**src/rtl/msx_pkg.sv**
```systemverilog
// msx_pkg: shared MSX constants for PPI port offsets, port C bit roles and 8255 mode.
package msx_pkg;

    localparam logic [1:0] PPI_PA   = 2'd0;
    localparam logic [1:0] PPI_PB   = 2'd1;
    localparam logic [1:0] PPI_PC   = 2'd2;
    localparam logic [1:0] PPI_CTRL = 2'd3;

    localparam int PC_CASMOT = 4;
    localparam int PC_CASWR  = 5;
    localparam int PC_CAPS   = 6;
    localparam int PC_CLICK  = 7;

    localparam logic [7:0] MODE_RESET = 8'h9B;

endpackage

```
**src/rtl/msx_ppi_if.sv**
```systemverilog
// msx_ppi_if: T80 I/O bus view of the PPI; mode exposes the last 8255 mode word written.
interface msx_ppi_if;
    logic [7:0] a;
    logic [7:0] d_i;
    logic       iorq_n;
    logic       rd_n;
    logic       wr_n;
    logic       m1_n;
    logic [7:0] d_o;
    logic       d_oe;
    logic [7:0] mode;

    modport master (
        output a, d_i, iorq_n, rd_n, wr_n, m1_n,
        input  d_o, d_oe, mode
    );

    modport slave (
        input  a, d_i, iorq_n, rd_n, wr_n, m1_n,
        output d_o, d_oe, mode
    );
endinterface

```
**src/rtl/msx_sync2.sv**
```systemverilog
// msx_sync2: parameterised-width two-flop synchroniser for asynchronous inputs.
module msx_sync2 #(
    parameter int             W       = 8,
    parameter logic [W-1:0]   RST_VAL = '1
) (
    input  logic         clk,
    input  logic         reset,
    input  logic [W-1:0] i_d,
    output logic [W-1:0] o_q
);

    logic [W-1:0] r_s1;
    logic [W-1:0] r_s2;

    always_ff @(posedge clk) begin
        if (reset) begin
            r_s1 <= RST_VAL;
            r_s2 <= RST_VAL;
        end else begin
            r_s1 <= i_d;
            r_s2 <= r_s1;
        end
    end

    assign o_q = r_s2;

endmodule

```
**src/rtl/msx_ppi.sv**
```systemverilog
// msx_ppi: 8255-compatible PPI fixed in MSX mode 82h; port A = slot select, B = keyboard
// columns, C = keyboard row plus cassette/CAPS/click controls.
module msx_ppi
    import msx_pkg::*;
#(
    parameter logic [7:0] PORT_BASE   = 8'hA8,
    parameter logic [7:0] PORT_A_INIT = 8'h00,
    parameter logic [7:0] PORT_C_INIT = 8'h00
) (
    input  logic       clk,
    input  logic       reset,
    msx_ppi_if.slave   bus,
    input  logic [7:0] kb_col,
    output logic [7:0] slot_sel,
    output logic [3:0] kb_row,
    output logic       cas_motor_n,
    output logic       cas_wr,
    output logic       caps_led_n,
    output logic       click
);

    logic [7:0] r_pa;
    logic [7:0] r_pc;
    logic [7:0] r_mode;
    logic [7:0] r_d_o;
    logic       r_d_oe;
    logic       r_wr_q;
    logic       r_wr_q_prev;

    logic [7:0] w_kb_col_s;
    logic [7:0] w_pa_nxt;
    logic [7:0] w_pc_nxt;
    logic [7:0] w_mode_nxt;
    logic [7:0] w_rd_data;
    logic [7:0] w_bit;
    logic       w_sel;
    logic       w_rd;
    logic       w_wr_fall;
    logic       w_mode_set;
    logic       w_bsr;

    msx_sync2 #(.W(8), .RST_VAL(8'hFF)) u_kb_sync (
        .clk   (clk),
        .reset (reset),
        .i_d   (kb_col),
        .o_q   (w_kb_col_s)
    );

    // One write per I/O cycle: only the registered high-to-low transition of wr_n counts.
    always_comb begin
        w_sel      = ~bus.iorq_n & bus.m1_n & (bus.a[7:2] == PORT_BASE[7:2]);
        w_rd       = w_sel & ~bus.rd_n;
        w_wr_fall  = r_wr_q_prev & ~r_wr_q & w_sel;
        w_mode_set = w_wr_fall & (bus.a[1:0] == PPI_CTRL) & bus.d_i[7];
        w_bsr      = w_wr_fall & (bus.a[1:0] == PPI_CTRL) & ~bus.d_i[7];
        w_bit      = 8'h01 << bus.d_i[3:1];
        w_pa_nxt   = w_mode_set ? 8'h00 :
                     (w_wr_fall && bus.a[1:0] == PPI_PA) ? bus.d_i : r_pa;
        w_pc_nxt   = w_mode_set ? 8'h00 :
                     (w_wr_fall && bus.a[1:0] == PPI_PC) ? bus.d_i :
                     w_bsr ? (bus.d_i[0] ? (r_pc | w_bit) : (r_pc & ~w_bit)) : r_pc;
        w_mode_nxt = w_mode_set ? bus.d_i : r_mode;
        w_rd_data  = (bus.a[1:0] == PPI_PA) ? r_pa :
                     (bus.a[1:0] == PPI_PB) ? w_kb_col_s :
                     (bus.a[1:0] == PPI_PC) ? r_pc : 8'hFF;
    end

    always_ff @(posedge clk) begin
        if (reset) begin
            r_pa        <= PORT_A_INIT;
            r_pc        <= PORT_C_INIT;
            r_mode      <= MODE_RESET;
            r_d_o       <= 8'hFF;
            r_d_oe      <= 1'b0;
            r_wr_q      <= 1'b1;
            r_wr_q_prev <= 1'b1;
        end else begin
            r_pa        <= w_pa_nxt;
            r_pc        <= w_pc_nxt;
            r_mode      <= w_mode_nxt;
            r_d_o       <= w_rd ? w_rd_data : 8'hFF;
            r_d_oe      <= w_rd;
            r_wr_q      <= bus.wr_n;
            r_wr_q_prev <= r_wr_q;
        end
    end

    assign bus.d_o     = r_d_o;
    assign bus.d_oe    = r_d_oe;
    assign bus.mode    = r_mode;
    assign slot_sel    = r_pa;
    assign kb_row      = r_pc[3:0];
    assign cas_motor_n = r_pc[PC_CASMOT];
    assign cas_wr      = r_pc[PC_CASWR];
    assign caps_led_n  = r_pc[PC_CAPS];
    assign click       = r_pc[PC_CLICK];

endmodule

```
**src/flat_wrapper.sv**
```systemverilog
// flat-port wrapper written by rule: the top's interface ports become plain ports
module msx_ppi_flat import msx_pkg::*;
#(
    parameter logic [7:0] PORT_BASE   = 8'hA8,
    parameter logic [7:0] PORT_A_INIT = 8'h00,
    parameter logic [7:0] PORT_C_INIT = 8'h00
)
  (clk, reset, kb_col, slot_sel, kb_row, cas_motor_n, cas_wr, caps_led_n, click, bus_a, bus_d_i, bus_iorq_n, bus_rd_n, bus_wr_n, bus_m1_n, bus_d_o, bus_d_oe, bus_mode);
  msx_ppi_if bus_i ();
  input  logic clk;
  input  logic reset;
  input  logic [7:0] kb_col;
  output logic [7:0] slot_sel;
  output logic [3:0] kb_row;
  output logic cas_motor_n;
  output logic cas_wr;
  output logic caps_led_n;
  output logic click;
  input wire logic [$bits(bus_i.a)-1:0] bus_a;
  input wire logic [$bits(bus_i.d_i)-1:0] bus_d_i;
  input wire logic [$bits(bus_i.iorq_n)-1:0] bus_iorq_n;
  input wire logic [$bits(bus_i.rd_n)-1:0] bus_rd_n;
  input wire logic [$bits(bus_i.wr_n)-1:0] bus_wr_n;
  input wire logic [$bits(bus_i.m1_n)-1:0] bus_m1_n;
  output wire logic [$bits(bus_i.d_o)-1:0] bus_d_o;
  output wire logic [$bits(bus_i.d_oe)-1:0] bus_d_oe;
  output wire logic [$bits(bus_i.mode)-1:0] bus_mode;
  assign bus_i.a = bus_a;
  assign bus_i.d_i = bus_d_i;
  assign bus_i.iorq_n = bus_iorq_n;
  assign bus_i.rd_n = bus_rd_n;
  assign bus_i.wr_n = bus_wr_n;
  assign bus_i.m1_n = bus_m1_n;
  assign bus_d_o = bus_i.d_o;
  assign bus_d_oe = bus_i.d_oe;
  assign bus_mode = bus_i.mode;
  msx_ppi #(.PORT_BASE(PORT_BASE), .PORT_A_INIT(PORT_A_INIT), .PORT_C_INIT(PORT_C_INIT)) u_core (.clk(clk), .reset(reset), .bus(bus_i), .kb_col(kb_col), .slot_sel(slot_sel), .kb_row(kb_row), .cas_motor_n(cas_motor_n), .cas_wr(cas_wr), .caps_led_n(caps_led_n), .click(click));
endmodule
```
**config.mk**
```make
export PLATFORM = sky130hd
export DESIGN_NAME = msx_ppi_flat
export DESIGN_NICKNAME = d
export VERILOG_FILES = /design/src/rtl/msx_pkg.sv /design/src/rtl/msx_ppi_if.sv /design/src/rtl/msx_sync2.sv /design/src/rtl/msx_ppi.sv /design/src/flat_wrapper.sv
export SDC_FILE = /design/constraint.sdc
export NUM_CORES = 1
export LEC_CHECK = 0
export ABC_AREA = 1
export CORE_UTILIZATION = 49
export CTS_BUF_LIST = sky130_fd_sc_hd__clkbuf_2 sky130_fd_sc_hd__clkbuf_4 sky130_fd_sc_hd__clkbuf_8
export DETAILED_ROUTE_END_ITERATION = 12
export GPL_ROUTABILITY_DRIVEN = 1
export GPL_TIMING_DRIVEN = 0
export PLACE_DENSITY = 0.82
export SLEW_MARGIN = 40
export SYNTH_ARGS = -nofsm -noshare
export SYNTH_HDL_FRONTEND = slang
export SYNTH_SLANG_ARGS = --single-unit
```
**constraint.sdc**
```tcl
create_clock -name clk -period 1.9 [get_ports clk]
set_clock_uncertainty 0.2 [all_clocks]
set_input_delay 0.285 -clock clk [delete_from_list [all_inputs] [get_ports clk]]
set_output_delay 0.285 -clock clk [all_outputs]
set_load 0.02 [all_outputs]
```
==> impl_metrics.json, run 1 <==
{
  "setup_viol": 0,
  "clock_latency_ns": 0.31,
  "min_period_over_period_pct": 97.5,
  "dieArea_um2": 4640,
  "place_inst": 374,
  "cp_top_family": "buffers and inverters",
  "hold_viol": 0,
  "power.density_nw_per_um2": 698,
  "io_buffer_count": 60,
  "drc": 0,
  "core_um2": 4090,
  "grt_max_degree": 18,
  "holdPathStages": 2,
  "wl_met1_mm": 2.04,
  "required_ns": 1.41,
  "wl_met3_um": 379,
  "peakVddDrop_mv": 0.359,
  "die_x_um": 68.1,
  "cts_setup_buffers": 0,
  "synth_cells": 264,
  "cts_buffers": 5,
  "cts_max_level": 2,
  "yosysTopAreaCellShare_pct": 47.7,
  "hpwl_mm": 3.55,
  "synth_edf_count": 0,
  "die_h_um": 68.1,
  "antenna_found_initial": 0,
  "fmax_mhz": 540,
  "yosys_warnings": 0,
  "grt_pass1_vias": 1742,
  "drive_above_1_share_pct": 17.5,
  "grt_overflow": 0,
  "final_cells": 382,
  "synth_area_leader_cell": "dfxtp_1",
  "yosysMostFrequentCell": "nand2_1",
  "final.setup.worst_slack_ns": 0.0483,
  "route.met2.wl_mm": 2.22,
  "post_cts_resized": 0,
  "status": "completed",
  "cp_cell_sequence": "clkdlybuf4s50_1",
  "crit_type": "flop to output pin",
  "crit_arrival_ns": 1.37,
  "yosys-top-cells-area": "dfxtp_1 48%, nand2_1 10%, nor2_1 6.3%, or2_2 5.3%, a21oi_1 3.5%",
  "maxUsedRoutingLayer": "met4",
  "rsz0062_at_grt": "false",
  "drt_first_pass_iters": 4,
  "vias_per_cell": 5.08,
  "cp-end-kind": "output pin",
  "worst_pin_slew_ns": 0.410,
  "synthFlopType": "dfxtp_1",
  "num_rows": 23,
  "slew_headroom_pct": 72.6,
  "cp_max_fo": 3,
  "total_power_uw": 2040,
  "min-delay-path-class": "input port to flop",
  "gp_congestion": 0.899,
  "whs_ns": 0.117,
  "avgSynthCellArea_um2": 8.11,
  "finalCriticalPeriod_ns": 1.85,
  "vias": 1939,
  "tritoncts": "yes",
  "pin_count": 63,
  "critPathMaxStageDelay_ns": 0.64,
  "nets": 361,
  "worst-path-stages": 1,
  "p_leak_uw": 0.00121,
  "synthTopCellsByCount": "57 x nand2_1, 51 x dfxtp_1, 36 x nor2_1, 18 x or2_2, 15 x a21oi_1",
  "rr_worst_depth": 7,
  "cts.hold.buffers_added": 0,
  "synth-seq-area-share_pct": 47.7,
  "clk_path_buf_depth": 2,
  "gr-usage-all-layers_pct": 23.1,
  "startpoint_type": "flop",
  "start_util_pct": 52.4,
  "synth_cell_types": 27,
  "drt-initial-drc-count": 112,
  "max_cap_violations": 0,
  "area_delta_synth_final_pct": 36.3,
  "clkTransAtPathRegs_ns": 0.09,
  "synthArstFlopShare_pct": 0,
  "drt_wl_total_mm": 4.77,
  "synth-seq-cells": 51,
  "synth_fp_nets": 294,
  "wl_per_cell_um": 12.5,
  "diodes": 0,
  "dp_slack_ns": -0.152,
  "cts_root_buf": "clkbuf_8",
  "grt_pass1_wl_mm": 7.78,
  "clkSinkCount": 51,
  "crit_buf_inv": 1,
  "cp_slowest_cell": "clkdlybuf4s50_1",
  "postRouteAntennaNets": 0,
  "final-max-slew-violation-count": 0,
  "synth_area_um2": 2140,
  "fill_cells": 351
}
[cell type report]
type                       instances  area, um^2  area share (%)
sequential                        51        1020            35.0
multi-input combinational        184         975            33.4
timing repair buffer              60         601            20.6
inverter                          22        85.1            2.91
clock buffer                       5        68.8            2.36
tap                               50        62.6            2.14
buffer                             7        61.3            2.10
clock inverter                     3        46.3            1.59
[power breakdown]
| group | total [uW] | internal (uW) | switching [uW] |
|---|---|---|---|
| clock | 765 | 397 | 369 |
| combinational | 183 | 89.1 | 93.9 |
| sequential | 1090 | 1090 | 4.49 |
| total | 2040 | 1570 | 467 |
[metrics by stage]
step           TNS, ns  cell area (um^2)  util [%]
3_5_place_dp     -1.93              2810      68.6
6_report             0              2920      71.5
3_3_place_gp     -1.59              2810      68.6
4_1_cts              0              2920      71.5
2_1_floorplan        0              2140         -
5_1_grt              0              2920      71.5
[layout by cell type (no fill, tap or decap), types with 4 or more instances in the layout]
master	n
nor3_1	8
o221ai_1	6
nor2_2	5
clkdlybuf4s50_1	60
o211ai_1	5
nor2_1	36
or2_2	18
a21oi_1	15
clkbuf_8	5
inv_2	7
nand3_1	9
nand2_1	57
dfxtp_1	51
nand4_1	9
nor2_4	4
inv_1	12
[path summary, 6_finish.rpt]
kind	slack, ns	endpoint	start
setup reg to reg	0.43	u_core.slot_sel[4]$_SDFFE_PP0P_	u_core.r_wr_q$_SDFF_PP1_
hold reg to reg	0.21	u_core.u_kb_sync.o_q[2]$_SDFF_PP1_	u_core.u_kb_sync.r_s1[2]$_SDFF_PP1_
setup / recovery	0.05	click	flop
hold / removal	0.12	u_core.u_kb_sync.o_q[2]$_SDFF_PP1_	reset
[routing by layer]
metal,track usage [%],vias to the layer above
li1,-,993
met1,29.2,852
met2,37.0,81
met3,5.00,13
met4,10.9,0
met5,0,-
[cells by family (layout without fill, tap and decap cells)]
kind of cell    after synthesis  after routing  synth area share [%]
compound gates               29             29                  8.41
buf+inv                      29             97                  6.83
flops                        51             51                  47.7
simple gates                155            155                  37.1
Power figures use the tool's default switching activity.
==> run 2: changes to the inputs <==
--- a/config.mk
+++ b/config.mk
@@ -11,7 +11,7 @@
 export DETAILED_ROUTE_END_ITERATION = 12
 export GPL_ROUTABILITY_DRIVEN = 1
 export GPL_TIMING_DRIVEN = 0
-export PLACE_DENSITY = 0.82
+export PLACE_DENSITY = 0.89
 export SLEW_MARGIN = 40
 export SYNTH_ARGS = -nofsm -noshare
 export SYNTH_HDL_FRONTEND = slang
==> impl_metrics.json, run 2 (same netlist as run 1, synthesis figures left out) <==
{
  "hpwl_mm": 3.72,
  "wl_per_cell_um": 12.7,
  "final-max-slew-violation-count": 0,
  "route.met2.wl_mm": 2.31,
  "p_leak_uw": 0.00122,
  "clkTransAtPathRegs_ns": 0.09,
  "postRouteAntennaNets": 0,
  "wl_met3_um": 309,
  "cp_top_family": "buffers and inverters",
  "cp-end-kind": "output pin",
  "nets": 361,
  "num_rows": 23,
  "cp_max_fo": 3,
  "maxUsedRoutingLayer": "met4",
  "worst_pin_slew_ns": 0.389,
  "die_h_um": 68.1,
  "finalCriticalPeriod_ns": 1.86,
  "power.density_nw_per_um2": 665,
  "total_power_uw": 1930,
  "clock_latency_ns": 0.31,
  "max_cap_violations": 0,
  "dieArea_um2": 4640,
  "final_cell_mix": "59 x clkdlybuf4s50_1, 57 x nand2_1, 51 x dfxtp_1, 36 x nor2_1, 18 x or2_2",
  "cp_cell_sequence": "clkdlybuf4s50_1",
  "place_inst": 374,
  "hold_viol": 0,
  "min-delay-path-class": "input port to flop",
  "grt_max_degree": 19,
  "finalSetupTns_ns": 0,
  "diodes": 0,
  "core_um2": 4090,
  "min_period_over_period_pct": 98.0,
  "wl_met1_mm": 2.13,
  "tritoncts": "yes",
  "fmax_mhz": 537,
  "mostFrequentLayoutCell": "clkdlybuf4s50_1",
  "clkSinkCount": 51,
  "rsz0062_at_grt": "false",
  "gp_congestion": 0.891,
  "grt_pass1_wl_mm": 7.85,
  "antenna_found_initial": 0,
  "crit_arrival_ns": 1.38,
  "crit_type": "flop to output pin",
  "vias_per_cell": 5.08,
  "critPathMaxStageDelay_ns": 0.64,
  "cts_setup_buffers": 0,
  "drt-initial-drc-count": 135,
  "cts_max_level": 2,
  "drt_first_pass_iters": 4,
  "post_cts_resized": 0,
  "final.setup.worst_slack_ns": 0.0381,
  "gr-usage-all-layers_pct": 23.6,
  "status": "completed",
  "drive_above_1_share_pct": 17.5,
  "io_buffer_count": 60,
  "setup_viol": 0,
  "startpoint_type": "flop",
  "whs_ns": 0.109,
  "clk_path_buf_depth": 2,
  "cts_buffers": 5,
  "final_cells": 382,
  "drt_wl_total_mm": 4.85,
  "crit_buf_inv": 1,
  "peakVddDrop_mv": 0.461,
  "cp_slowest_cell": "clkdlybuf4s50_1",
  "area_delta_synth_final_pct": 35.5,
  "vias": 1942,
  "grt_pass1_vias": 1755,
  "cts.hold.buffers_added": 0,
  "cts_root_buf": "clkbuf_8",
  "slew_headroom_pct": 74.0,
  "required_ns": 1.41,
  "drc": 0,
  "start_util_pct": 52.4,
  "dp_slack_ns": -0.129,
  "grt_overflow": 0,
  "pin_count": 63,
  "fill_cells": 351,
  "die_x_um": 68.1
}
-- run 2: per-layer routing --
layer  GRT usage, %  up-vias
met5              0        -
met4           10.2        0
met3           6.83        9
met2           38.4       79
met1           28.9      861
li1               -      993
-- run 2: power breakdown --
group	internal [uW]	total [uW]	switching, uW
Clock	271	656	384
Combinational	89.1	184	95.3
Sequential	1090	1090	3.90
-- run 2: layout make-up --
class / count / area [um^2] / share of cell area [%]
inverter: 22 / 85.1 / 2.93
timing repair buffer: 60 / 603 / 20.8
clock inverter: 3 / 26.3 / 0.905
clock buffer: 5 / 68.8 / 2.37
sequential: 51 / 1020 / 35.2
multi-input combinational: 184 / 975 / 33.6
tap: 50 / 62.6 / 2.16
buffer: 7 / 61.3 / 2.11
-- run 2: stage by stage --
step	util, %	cell area, um^2
6_report	71.0	2900
4_1_cts	71.0	2900
5_1_grt	71.0	2900
2_1_floorplan	-	2140
3_3_place_gp	68.6	2810
3_5_place_dp	68.6	2810
-- run 2: path summary, 6_finish.rpt --
check                                                    startpoint                                  to  slack, ns  cells after the start
worst min-delay path                                          reset  u_core.u_kb_sync.o_q[1]$_SDFF_PP1_       0.11                      2
worst max register to register             u_core.r_wr_q$_SDFF_PP1_                                flop       0.42                      9
worst max-delay path                                           flop                           kb_row[3]       0.04                      1
worst min register to register  u_core.u_kb_sync.r_s1[6]$_SDFF_PP1_  u_core.u_kb_sync.o_q[6]$_SDFF_PP1_       0.22                      1
